`config.mk`:
```
export PLATFORM = sky130hd
export DESIGN_NAME = xif_copro_issue_ctrl
export DESIGN_NICKNAME = d
export VERILOG_FILES = /design/src/rtl/xif_copro_issue_ctrl.sv
export SDC_FILE = /design/constraint.sdc
export NUM_CORES = 1
export LEC_CHECK = 0
export CAP_MARGIN = 20
export CORE_UTILIZATION = 56
export DETAILED_ROUTE_END_ITERATION = 8
export PLACE_DENSITY = 0.8
export SETUP_SLACK_MARGIN = 0.15
export SLEW_MARGIN = 20
export SYNTH_ARGS = -nofsm -noshare
export SYNTH_HDL_FRONTEND = slang
export SYNTH_SLANG_ARGS = --single-unit
```
`constraint.sdc`:
```
create_clock -name clk_i -period 3.7 [get_ports clk_i]
set_clock_uncertainty 0.05 [all_clocks]
set_input_delay 0.555 -clock clk_i [delete_from_list [all_inputs] [get_ports clk_i]]
set_output_delay 0.555 -clock clk_i [all_outputs]
set_load 0.01 [all_outputs]
```
`src/rtl/xif_copro_issue_ctrl.sv`:
```
// In-order issue/commit controller for an XIF coprocessor: buffers offloaded instructions
// until commit/kill, dispatches committed ones to the FU one at a time, and returns results.
module xif_copro_issue_ctrl #(
    parameter int DEPTH    = 4,
    parameter int ID_WIDTH = 4,
    parameter int XLEN     = 32
) (
    input  logic                clk_i,
    input  logic                rst_i,
    input  logic                issue_valid_i,
    output logic                issue_ready_o,
    input  logic [ID_WIDTH-1:0] issue_id_i,
    input  logic [31:0]         issue_instr_i,
    input  logic [XLEN-1:0]     issue_rs1_i,
    input  logic                issue_rs1_valid_i,
    input  logic                pred_accept_i,
    output logic                issue_accept_o,
    input  logic                commit_valid_i,
    input  logic [ID_WIDTH-1:0] commit_id_i,
    input  logic                commit_kill_i,
    output logic                ex_valid_o,
    input  logic                ex_ready_i,
    output logic [ID_WIDTH-1:0] ex_id_o,
    output logic [31:0]         ex_instr_o,
    output logic [XLEN-1:0]     ex_rs1_o,
    input  logic                fu_done_i,
    output logic                result_valid_o,
    input  logic                result_ready_i,
    output logic [ID_WIDTH-1:0] result_id_o,
    output logic                result_we_o
);
    localparam int PTR_W = (DEPTH > 1) ? $clog2(DEPTH) : 1;
    localparam int CNT_W = PTR_W + 1;
    localparam logic [CNT_W-1:0] DEPTH_C = CNT_W'(DEPTH);

    typedef enum logic [1:0] {
        S_IDLE,
        S_DISPATCH,
        S_WAIT_DONE,
        S_RESULT
    } state_t;

    state_t             state_q, state_d;
    logic [PTR_W-1:0]   head_q, head_d, tail_q, tail_d;
    logic [CNT_W-1:0]   count_q, count_d;

    logic [DEPTH-1:0]    valid_vec, committed_vec, killed_vec;
    logic [ID_WIDTH-1:0] id_vec    [DEPTH];
    logic [31:0]         instr_vec [DEPTH];
    logic [XLEN-1:0]     rs1_vec   [DEPTH];

    logic                push, pop;
    logic                head_valid, head_committed, head_killed, head_commit_hit;
    logic [ID_WIDTH-1:0] head_id;
    logic [31:0]         head_instr;
    logic [XLEN-1:0]     head_rs1;

    assign issue_ready_o  = !rst_i && issue_rs1_valid_i && (count_q < DEPTH_C);
    assign issue_accept_o = pred_accept_i;
    assign push           = issue_valid_i && issue_ready_o && pred_accept_i;

    assign head_valid     = valid_vec[head_q];
    assign head_committed = committed_vec[head_q];
    assign head_killed    = killed_vec[head_q];
    assign head_id        = id_vec[head_q];
    assign head_instr     = instr_vec[head_q];
    assign head_rs1       = rs1_vec[head_q];

    // When the buffer is empty, the head slot is the one being written this cycle, so a
    // same-cycle commit is matched against the incoming id to dispatch without a bubble.
    assign head_commit_hit = commit_valid_i && !commit_kill_i &&
                             (commit_id_i == (head_valid ? head_id : issue_id_i));

    for (genvar gi = 0; gi < DEPTH; gi++) begin : g_entry
        localparam logic [PTR_W-1:0] IDX = PTR_W'(gi);

        logic                e_valid_q, e_committed_q, e_killed_q;
        logic [ID_WIDTH-1:0] e_id_q;
        logic [31:0]         e_instr_q;
        logic [XLEN-1:0]     e_rs1_q;
        logic                push_here, pop_here, cmt_here, new_hit;

        assign push_here = push && (tail_q == IDX);
        assign pop_here  = pop && (head_q == IDX);
        assign cmt_here  = commit_valid_i && e_valid_q && (e_id_q == commit_id_i);
        assign new_hit   = commit_valid_i && (commit_id_i == issue_id_i);

        always_ff @(posedge clk_i) begin
            if (rst_i) begin
                e_valid_q     <= 1'b0;
                e_committed_q <= 1'b0;
                e_killed_q    <= 1'b0;
                e_id_q        <= '0;
                e_instr_q     <= '0;
                e_rs1_q       <= '0;
            end else if (push_here) begin
                e_valid_q     <= 1'b1;
                e_committed_q <= new_hit && !commit_kill_i;
                e_killed_q    <= new_hit && commit_kill_i;
                e_id_q        <= issue_id_i;
                e_instr_q     <= issue_instr_i;
                e_rs1_q       <= issue_rs1_i;
            end else if (pop_here) begin
                e_valid_q     <= 1'b0;
                e_committed_q <= 1'b0;
                e_killed_q    <= 1'b0;
            end else if (cmt_here) begin
                if (commit_kill_i) begin
                    e_killed_q <= 1'b1;
                end else begin
                    e_committed_q <= 1'b1;
                end
            end
        end

        assign valid_vec[gi]     = e_valid_q;
        assign committed_vec[gi] = e_committed_q;
        assign killed_vec[gi]    = e_killed_q;
        assign id_vec[gi]        = e_id_q;
        assign instr_vec[gi]     = e_instr_q;
        assign rs1_vec[gi]       = e_rs1_q;
    end

    // Kill state is only consulted in IDLE; once the head has left IDLE it runs to completion.
    always_comb begin
        state_d        = state_q;
        pop            = 1'b0;
        ex_valid_o     = 1'b0;
        result_valid_o = 1'b0;
        case (state_q)
            S_IDLE: begin
                if (head_valid) begin
                    if (head_killed) begin
                        pop = 1'b1;
                    end else if (head_committed || head_commit_hit) begin
                        state_d = S_DISPATCH;
                    end
                end else if (push && head_commit_hit) begin
                    state_d = S_DISPATCH;
                end
            end
            S_DISPATCH: begin
                ex_valid_o = 1'b1;
                if (ex_ready_i) begin
                    state_d = S_WAIT_DONE;
                end
            end
            S_WAIT_DONE: begin
                if (fu_done_i) begin
                    state_d = S_RESULT;
                end
            end
            S_RESULT: begin
                result_valid_o = 1'b1;
                if (result_ready_i) begin
                    pop     = 1'b1;
                    state_d = S_IDLE;
                end
            end
            default: state_d = S_IDLE;
        endcase
    end

    always_comb begin
        head_d  = head_q;
        tail_d  = tail_q;
        count_d = count_q;
        if (pop) begin
            head_d = head_q + PTR_W'(1);
        end
        if (push) begin
            tail_d = tail_q + PTR_W'(1);
        end
        case ({push, pop})
            2'b10:   count_d = count_q + CNT_W'(1);
            2'b01:   count_d = count_q - CNT_W'(1);
            default: count_d = count_q;
        endcase
    end

    always_ff @(posedge clk_i) begin
        if (rst_i) begin
            state_q <= S_IDLE;
            head_q  <= '0;
            tail_q  <= '0;
            count_q <= '0;
        end else begin
            state_q <= state_d;
            head_q  <= head_d;
            tail_q  <= tail_d;
            count_q <= count_d;
        end
    end

    assign ex_id_o     = ex_valid_o ? head_id : '0;
    assign ex_instr_o  = ex_valid_o ? head_instr : '0;
    assign ex_rs1_o    = ex_valid_o ? head_rs1 : '0;
    assign result_id_o = result_valid_o ? head_id : '0;
    assign result_we_o = 1'b0;

endmodule

```
[Word level (Yosys, flattened, before mapping)]
Cells that the tools add are included.
Storage, ports and cells
  flip-flop bits (word level): 293
  bits in latches: 0
  memory bits (writable): 0
  bits in read-only memories: 0
  logic and storage cells: 186
  memories kept: 0
Cells by class
  $add $sub $neg: 4
  $mul: 0
  divide/modulo/power cells: 0
  magnitude comparators: 3
  equal/unequal tests: 27
  shift-type cells: 0
  mux-type cells: 69
  bitwise logic cells: 1
  reductions and logical operators: 54
Operator list (number)
  $mux 32: 6
  $bmux 32 s2: 2
  $mux 1: 42
  $logic_and 1x1->1: 26
  $eq 4x4->1: 6
  $reduce_bool 3->1: 8
  $mux 4: 5
  $reduce_and 2->1: 8
  $eq 2x2->1 const B: 7
  $mux 2: 7
  $ne 3x1->1 const B: 4
  $reduce_bool 2->1: 5
  $ne 3x3->1 const B: 3
  $bmux 4 s2: 1
  $eq 2x1->1 const B: 4
  $pmux 2 s4: 1
  $bmux 1 s2: 3
  $logic_not 2->1: 3
  $ne 2x2->1 const B: 3
  $pmux 3 s2: 1
  $reduce_and 6->1: 1
  $add 2x1->2 const B: 2
  $add 3x1->3 const B: 1
  $ge 3x3->1 const B: 1
  other kinds (7): 8

[Logic depth before layout (Yosys ltp)]
Gate-level depths: netlist of run 1.
  word-level depth: 12
  gate-level depth with buffers: 11
  depth with buffers taken out: 10

[Worst setup path before layout of run 1]
Ideal clock, no wire load.
  path kind: register to output
  start point: register head_q[1]
  end point: output ex_instr_o[10]
  data arrival time: 2.286 ns
  required time: 3.095 ns
  path slack: 0.809 ns
  stages on the path, launching flop included: 7
  buffers on the path: 4
  cells stage by stage: dfxtp_1 clkbuf_1 buf_1 clkbuf_1 buf_2 mux4_2 and2_1
On the way
  word-level cells in the longest chain between the ends: 5
Ends and longest elaborated chain
  from (decl): RTL line 44  | logic [PTR_W-1:0] head_q, head_d, tail_q, tail_d;
  from (signal assigned): RTL line 184  | head_q <= '0;
  from (signal assigned): RTL line 189  | head_q <= head_d;
  $not 2->3 (not written as such): RTL line 66  | assign head_instr = instr_vec[head_q];
  $bmux 32 s2: RTL line 66
  $mux 32 (not written as such) (2 in series): RTL line 66
  $mux 32: RTL line 196  | assign ex_instr_o = ex_valid_o ? head_instr : '0;
  to (decl): RTL line 24  | output logic [31:0] ex_instr_o,
Every way passes these cells. The select of a mux whose other input is x is not followed.

[Final worst setup path of run 1]
  start point: register head_q[0]
  end point: output ex_instr_o[25]
The elaborated chain is that of the path after synthesis.

==> key figures, run 1 <==
Run status
  • Run status: completed

GRT
  • Wire length of the first global-routing pass: 56000 um
  • GRT Overall Usage: 29.4%
  • Via count of the first global-routing pass: 11200
  • Initial antenna violation count: 0
  • Total overflow reported by the global router: 0
  • Largest net degree at the start of global routing: 109

Power
  • Share of total power in sequential cells: 45.6%
  • P_int: 0.00537 W
  • Switching power: 0.00164 W
  • Part of the power in combinational logic: 7.8%
  • Power Dens Cells: 444 mW/mm2
  • Static leakage: 5.23 nW
  • Proportion of power drawn by the clock network: 46.6%
  • Switching share of total power: 23.5%
  • Highest ir drop seen on vdd: 271 uV

Floorplanning
  • Total I/O pin count: 159
  • Number of standard-cell rows in the floorplan: 55
  • Die X: 154 um
  • Floorplan Core Area: 0.0226 mm2
  • Die outline area: 0.0237 mm2
  • Die Y: 154 um
  • Starting Density: 57.1%

CTS
  • Clock Sinks: 293
  • Clock tree from TritonCTS: built
  • Setup bufs post-CTS: 0
  • Resized Gates After CTS: 0
  • Clock-pin slew on the worst setup and hold paths: 0.06 ns
  • Buffer type at the clock tree root: sky130_fd_sc_hd__clkbuf_16
  • Level count of the clock H-tree: 1
  • Cts bufs inserted: 31
  • Hold buffer count at cts: 0
  • Clk buf depth: 3
  • Clk Latency, worst-skew pair: 0.55 ns

Cells and area
  • Number of nets at the end of the flow: 1741
  • Most used cells in the layout excluding fill and tap cells: sky130_fd_sc_hd__nand2_1 (556), sky130_fd_sc_hd__dfxtp_1 (291), sky130_fd_sc_hd__a21oi_1 (288), sky130_fd_sc_hd__clkdlybuf4s50_1 (156), sky130_fd_sc_hd__and2_1 (72)
  • Area occupied by multi-input gates: 0.00651 mm2
  • Ant. Diodes: 0
  • Sequential cell area: 0.00587 mm2
  • Filler cell count in the final layout: 1730
  • Share of layout cells above drive strength 1: 10.3%
  • Area grow syn2layout: 22.0%
  • Count of placed standard cells in the final layout, fillers left out: 1953
  • Core utilization of the finished layout: 69.7%
  • Most frequent standard cell in the layout excluding fill and tap cells: sky130_fd_sc_hd__nand2_1
  • Final standard cell area without fillers: 0.0158 mm2

Placed design
  • Placed insts: 1896
  • Instance area at placement: 0.0147 mm2
  • Final weighted congestion in routability-driven placement: 0.895
  • Detailed-placement wirelength estimate: 20600 um
  • Buffers added on ports: 157

Logic synthesis
  • Synth Cell Area: 0.0129 mm2
  • Fraction of the yosys area taken by sequential cells: 45.3%
  • Number of nets produced by synthesis: 1644
  • Synthesis warning total: 0
  • Register bit count reported by yosys: 293
  • Ys flop type: sky130_fd_sc_hd__dfxtp_1
  • Post-synthesis cell type count: 45
  • EDFF count, synth: 0
  • Gate count after technology mapping: 1547
  • Synth async-reset ratio: 0%
  • Post-synthesis area per instance: 8.36 um2

Timing
  • Unrepaired setup endpoints after global routing: no
  • Transition time at the pin with the least slew margin: 1.09 ns
  • Final setup vio count: 0
  • Headroom to the max-slew limit: 27.2%
  • Number of pins exceeding their max-slew limit in the final report: 0
  • Hold Violations, Final: 0
  • Peak Freq: 293 MHz
  • Final cycle utilization of the critical path: 92.1%
  • Setup TNS Final: 0 ns
  • Final period demand of the worst path: 3.41 ns

Worst setup path
  • Crit path required time: 3.09 ns
  • Launching element of the worst setup path: head_q[0]
  • Crit path capture type: output pin
  • Launching point of the worst reg2reg path: head_q[0]
  • Worst Path Arrival: 2.80 ns
  • Critical Path Start Type: flip-flop
  • Kind of critical path: flip-flop to output pin
  • CP max FO: 22

Worst hold path
  • Startpoint of the most critical hold path: g_entry[0].e_rs1_q[2]
  • Type of the worst min-delay path: flip-flop to flip-flop

Detailed routing
  • Drt drc: 0
  • Number of antenna-violating nets in the routed design: 0
  • Via count: 11200
  • Mean routed wirelength per cell: 17.8 um
  • Routed wire length: 34700 um
  • Count of TritonRoute iterations in the first routing pass: 5
  • First-iteration detailed-routing DRC count: 811
  • Per-cell via count in the routed design: 5.75

Job
  • Number of max-capacitance violations reported: 0
cells by family after synthesis:
kind of cell,after synthesis,synth area share (%)
and+or+nand+nor,681,21.7
AOI/OAI and AO/OA,314,12.7
DFF,293,45.3
buffers and inverters,147,4.49
muxes,78,12.9
xor gates and xnor gates,18,1.22
adders and majority gates,15,1.51
other,1,0.0290
worst paths after layout:
check,cells after the start,endpoint,slack (ns)
worst max-delay path,4,ex_instr_o[25],0.29
worst min-delay path,2,g_entry[0].e_rs1_q[2],0.40
worst max register to register,10,count_q[2],0.83
worst min register to register,2,g_entry[0].e_rs1_q[2],0.40
critical path, stage by stage, from the launching register on:
cell and delay (ns):
sky130_fd_sc_hd__dfxtp_4 0.61, sky130_fd_sc_hd__buf_4 0.41, sky130_fd_sc_hd__mux4_2 0.55, sky130_fd_sc_hd__and2_1 0.20
sky130_fd_sc_hd__clkdlybuf4s50_1 0.48
state kept, by name, indices dropped and copies added (netlist names):
| register | flops |
|---|---|
| g_entry.e_killed_q | 4 |
| g_entry.e_committed_q | 4 |
| state_q | 2 |
| g_entry.e_valid_q | 4 |
| tail_q | 2 |
| g_entry.e_rs1_q | 128 |
| head_q | 2 |
| count_q | 3 |
| g_entry.e_id_q | 16 |
| g_entry.e_instr_q | 128 |
synth_stat cells (7+ instances only):
master	n	area [um2]
sky130_fd_sc_hd__ha_1	14	175
sky130_fd_sc_hd__mux4_2	70	1580
sky130_fd_sc_hd__nor2_1	24	90.1
sky130_fd_sc_hd__a21oi_1	288	1440
sky130_fd_sc_hd__inv_1	22	82.6
sky130_fd_sc_hd__mux2i_1	7	70.1
sky130_fd_sc_hd__xnor2_1	8	70.1
sky130_fd_sc_hd__nand2_1	560	2100
sky130_fd_sc_hd__clkbuf_1	111	417
sky130_fd_sc_hd__xor2_1	10	87.6
sky130_fd_sc_hd__dfxtp_1	293	5870
sky130_fd_sc_hd__and2_1	76	475
per-layer routing:
layer / vias up / wire length, um / global-route usage (%)
met5: - / 0 / 0
met4: 0 / 865 / 9.90
met3: 70 / 2530 / 4.00
met2: 427 / 17300 / 51.3
met1: 5395 / 14000 / 37.3
li1: 5337 / - / -
cell type report:
| class | count | share of cell area [%] |
|---|---|---|
| multi-input cells | 1107 | 41.2 |
| inverters | 22 | 0.523 |
| clock buffers | 40 | 5.64 |
| repair buffers | 189 | 11.9 |
| well taps | 285 | 2.26 |
| flip-flops and latches | 293 | 37.2 |
| clock inverters | 17 | 1.26 |
through the flow:
step                      setup slack, ns  total power, W  hold slack, ns
after global routing                0.218         0.00722           0.417
after CTS                           0.261         0.00703           0.403
after floorplan                     0.809         0.00353           0.383
final                               0.291         0.00701           0.402
after global placement              0.813         0.00380           0.388
after detailed placement            0.799         0.00380           0.394
power by group through the flow:
stage	clock network [W]	registers [W]	logic, W
finish	0.00327	0.00320	0.000549
global route	0.00343	0.00320	0.000598
CTS	0.00330	0.00320	0.000542
detailed placement	0	0.00327	0.000539
global placement	0	0.00326	0.000533
floorplan	0	0.00326	0.000268
Note: power is estimated with default switching activity, not from simulation.
==> inputs of run 2 (changes only) <==
Settings changed: GPL_TIMING_DRIVEN set to 0.
==> run 2 against run 1 <==
  * Maximum frequency is 1.0% lower
  * First-iteration DRC count is 25% higher
  * Critical endpoint is now ex_rs1_o[22]
  * Cell count is 4.2% higher
  * Total power is 3.3% lower
  * Critical path type unchanged
==> key figures, run 2 (synthesized netlist as in run 1, its figures left out) <==
Run status
  • Run status: completed

CTS
  • Clock tree from TritonCTS: built
  • Clock Sinks: 293
  • Clk buf depth: 3
  • Clock-pin slew on the worst setup and hold paths: 0.06 ns
  • Clk Latency, worst-skew pair: 0.56 ns
  • Level count of the clock H-tree: 1
  • Buffer type at the clock tree root: sky130_fd_sc_hd__clkbuf_16
  • Cts bufs inserted: 30
  • Hold buffer count at cts: 0

Worst hold path
  • Worst Hold Depth: 2
  • Type of the worst min-delay path: flip-flop to flip-flop
  • Worst Hold End: g_entry[3].e_rs1_q[17]
  • Startpoint of the most critical hold path: g_entry[3].e_rs1_q[17]

GRT
  • Initial antenna violation count: 0
  • Wire length of the first global-routing pass: 59600 um
  • Largest net degree at the start of global routing: 15
  • GRT Overall Usage: 31.8%
  • Total overflow reported by the global router: 0
  • Via count of the first global-routing pass: 11600

Cells and area
  • Most used cells in the layout excluding fill and tap cells: sky130_fd_sc_hd__nand2_1 (560), sky130_fd_sc_hd__dfxtp_1 (293), sky130_fd_sc_hd__a21oi_1 (288), sky130_fd_sc_hd__clkdlybuf4s50_1 (152), sky130_fd_sc_hd__clkbuf_1 (104)
  • Number of nets at the end of the flow: 1828
  • Share of layout cells above drive strength 1: 8.28%
  • Ant. Diodes: 0
  • Registers with the most flip-flops: g_entry.e_instr_q (128), g_entry.e_rs1_q (128), g_entry.e_id_q (16)
  • Core utilization of the finished layout: 70.0%
  • Most frequent standard cell in the layout excluding fill and tap cells: sky130_fd_sc_hd__nand2_1
  • Area grow syn2layout: 22.4%
  • Count of placed standard cells in the final layout, fillers left out: 2036

Timing
  • Final cycle utilization of the critical path: 93.1%
  • Final setup vio count: 0
  • Number of pins exceeding their max-slew limit in the final report: 0
  • Hold Violations, Final: 0
  • Peak Freq: 290 MHz
  • Headroom to the max-slew limit: 49.7%
  • Final period demand of the worst path: 3.45 ns
  • Unrepaired setup endpoints after global routing: yes
  • Transition time at the pin with the least slew margin: 0.755 ns

Worst setup path
  • Minimum setup slack among reg-to-reg paths: 0.70 ns
  • Worst Path Arrival: 2.84 ns
  • CP max FO: 10
  • Worst-case reg-to-reg path depth: 11
  • Kind of critical path: flip-flop to output pin
  • Reg-to-reg endpoint: count_q[2]
  • Launching point of the worst reg2reg path: head_q[0]
  • Critical Path Start Type: flip-flop
  • Crit path capture type: output pin
  • Crit path required time: 3.09 ns

Floorplanning
  • Total I/O pin count: 159
  • Die Y: 154 um
  • Floorplan Core Area: 0.0226 mm2
  • Starting Density: 57.1%
  • Die X: 154 um
  • Number of standard-cell rows in the floorplan: 55
  • Die outline area: 0.0237 mm2

Detailed routing
  • Mean routed wirelength per cell: 18.6 um
  • Per-cell via count in the routed design: 5.82
  • First-iteration detailed-routing DRC count: 1017
  • Number of antenna-violating nets in the routed design: 0
  • Routed wire length: 38000 um
  • Via count: 11900
  • Count of TritonRoute iterations in the first routing pass: 5
  • Drt drc: 0

Power
  • Highest ir drop seen on vdd: 312 uV
  • Power Dens Cells: 428 mW/mm2
  • Static leakage: 5.22 nW

Placed design
  • Detailed-placement wirelength estimate: 25900 um
  • Placed insts: 1984
  • Final weighted congestion in routability-driven placement: 0.933
  • Buffers added on ports: 152

Job
  • Number of max-capacitance violations reported: 0
[run 2: cell count changes in the layout (fill, tap and decap cells not counted), sizes merged]
| cell | delta |
|---|---|
| bufinv | -3 |
| inv | -1 |
| clkinv | +2 |
| clkdlybuf4s50 | -4 |
| clkbuf | +107 |
| clkinvlp | -2 |
| buf | -16 |
[run 2: metal layers]
layer  share of wire, %  vias to the layer above  track usage (%)
li1                   -                     5516                -
met5                  0                        -                0
met3                8.9                       97             4.40
met2                 49                      620             55.0
met1                 39                     5622             40.4
met4                2.8                        0             12.2
[run 2: worst max-delay path by stage]
| stage | slack, ns | end | startpoint |
|---|---|---|---|
| after floorplan | 0.81 | ex_instr_o[10] | head_q[1] |
| after global placement | -0.46 | ex_instr_o[17] | head_q[1] |
| after detailed placement | -0.57 | ex_instr_o[13] | head_q[1] |
| after CTS | 0.13 | ex_instr_o[13] | head_q[0] |
| after global routing | 0.15 | ex_instr_o[13] | state_q[1] |
| final | 0.25 | ex_rs1_o[22] | head_q[0] |
[run 2: where the power goes]
part / switching (W) / internal (W)
combinational: 0.000380 / 0.000211
clock: 0.00127 / 0.00172
sequential: 0.0000167 / 0.00318
total: 0.00167 / 0.00511
[run 2: final cells by class]
class / instances / area [um2]
Fill cell: 1748 / 6800
Tap cell: 285 / 357
Inverter: 22 / 82.6
Timing Repair Buffer: 152 / 1520
Multi-Input combinational cell: 1107 / 6490
Clock buffer: 39 / 876
Clock inverter: 13 / 93.8
Sequential cell: 293 / 5870
Buffer: 125 / 554
[run 2: worst max-delay path, stage by stage (launching register included)]
cell and delay [ns]:
sky130_fd_sc_hd__dfxtp_1 0.37, sky130_fd_sc_hd__buf_6 0.20, sky130_fd_sc_hd__buf_4 0.28, sky130_fd_sc_hd__buf_2 0.35, sky130_fd_sc_hd__mux4_2 0.38, sky130_fd_sc_hd__and2_1 0.19, sky130_fd_sc_hd__clkdlybuf4s50_1 0.50
[run 2: timing repair]
action / CTS / global route
setup buffers: 0 / 0
endpoints found under the setup margin: 65 / 36
gates resized for setup: 30 / 13
[run 2: metrics by stage]
step	cell area, um2	setup TNS (ns)	worst slack [ns]	hold slack, ns	power [W]
after floorplan	12900	0	0.809	0.383	0.00353
after global placement	14800	-9.17	-0.460	0.388	0.00383
after detailed placement	14800	-12.43	-0.569	0.393	0.00384
after CTS	15800	0	0.129	0.402	0.00676
after global routing	15800	0	0.148	0.421	0.00695
final	15800	0	0.255	0.402	0.00678
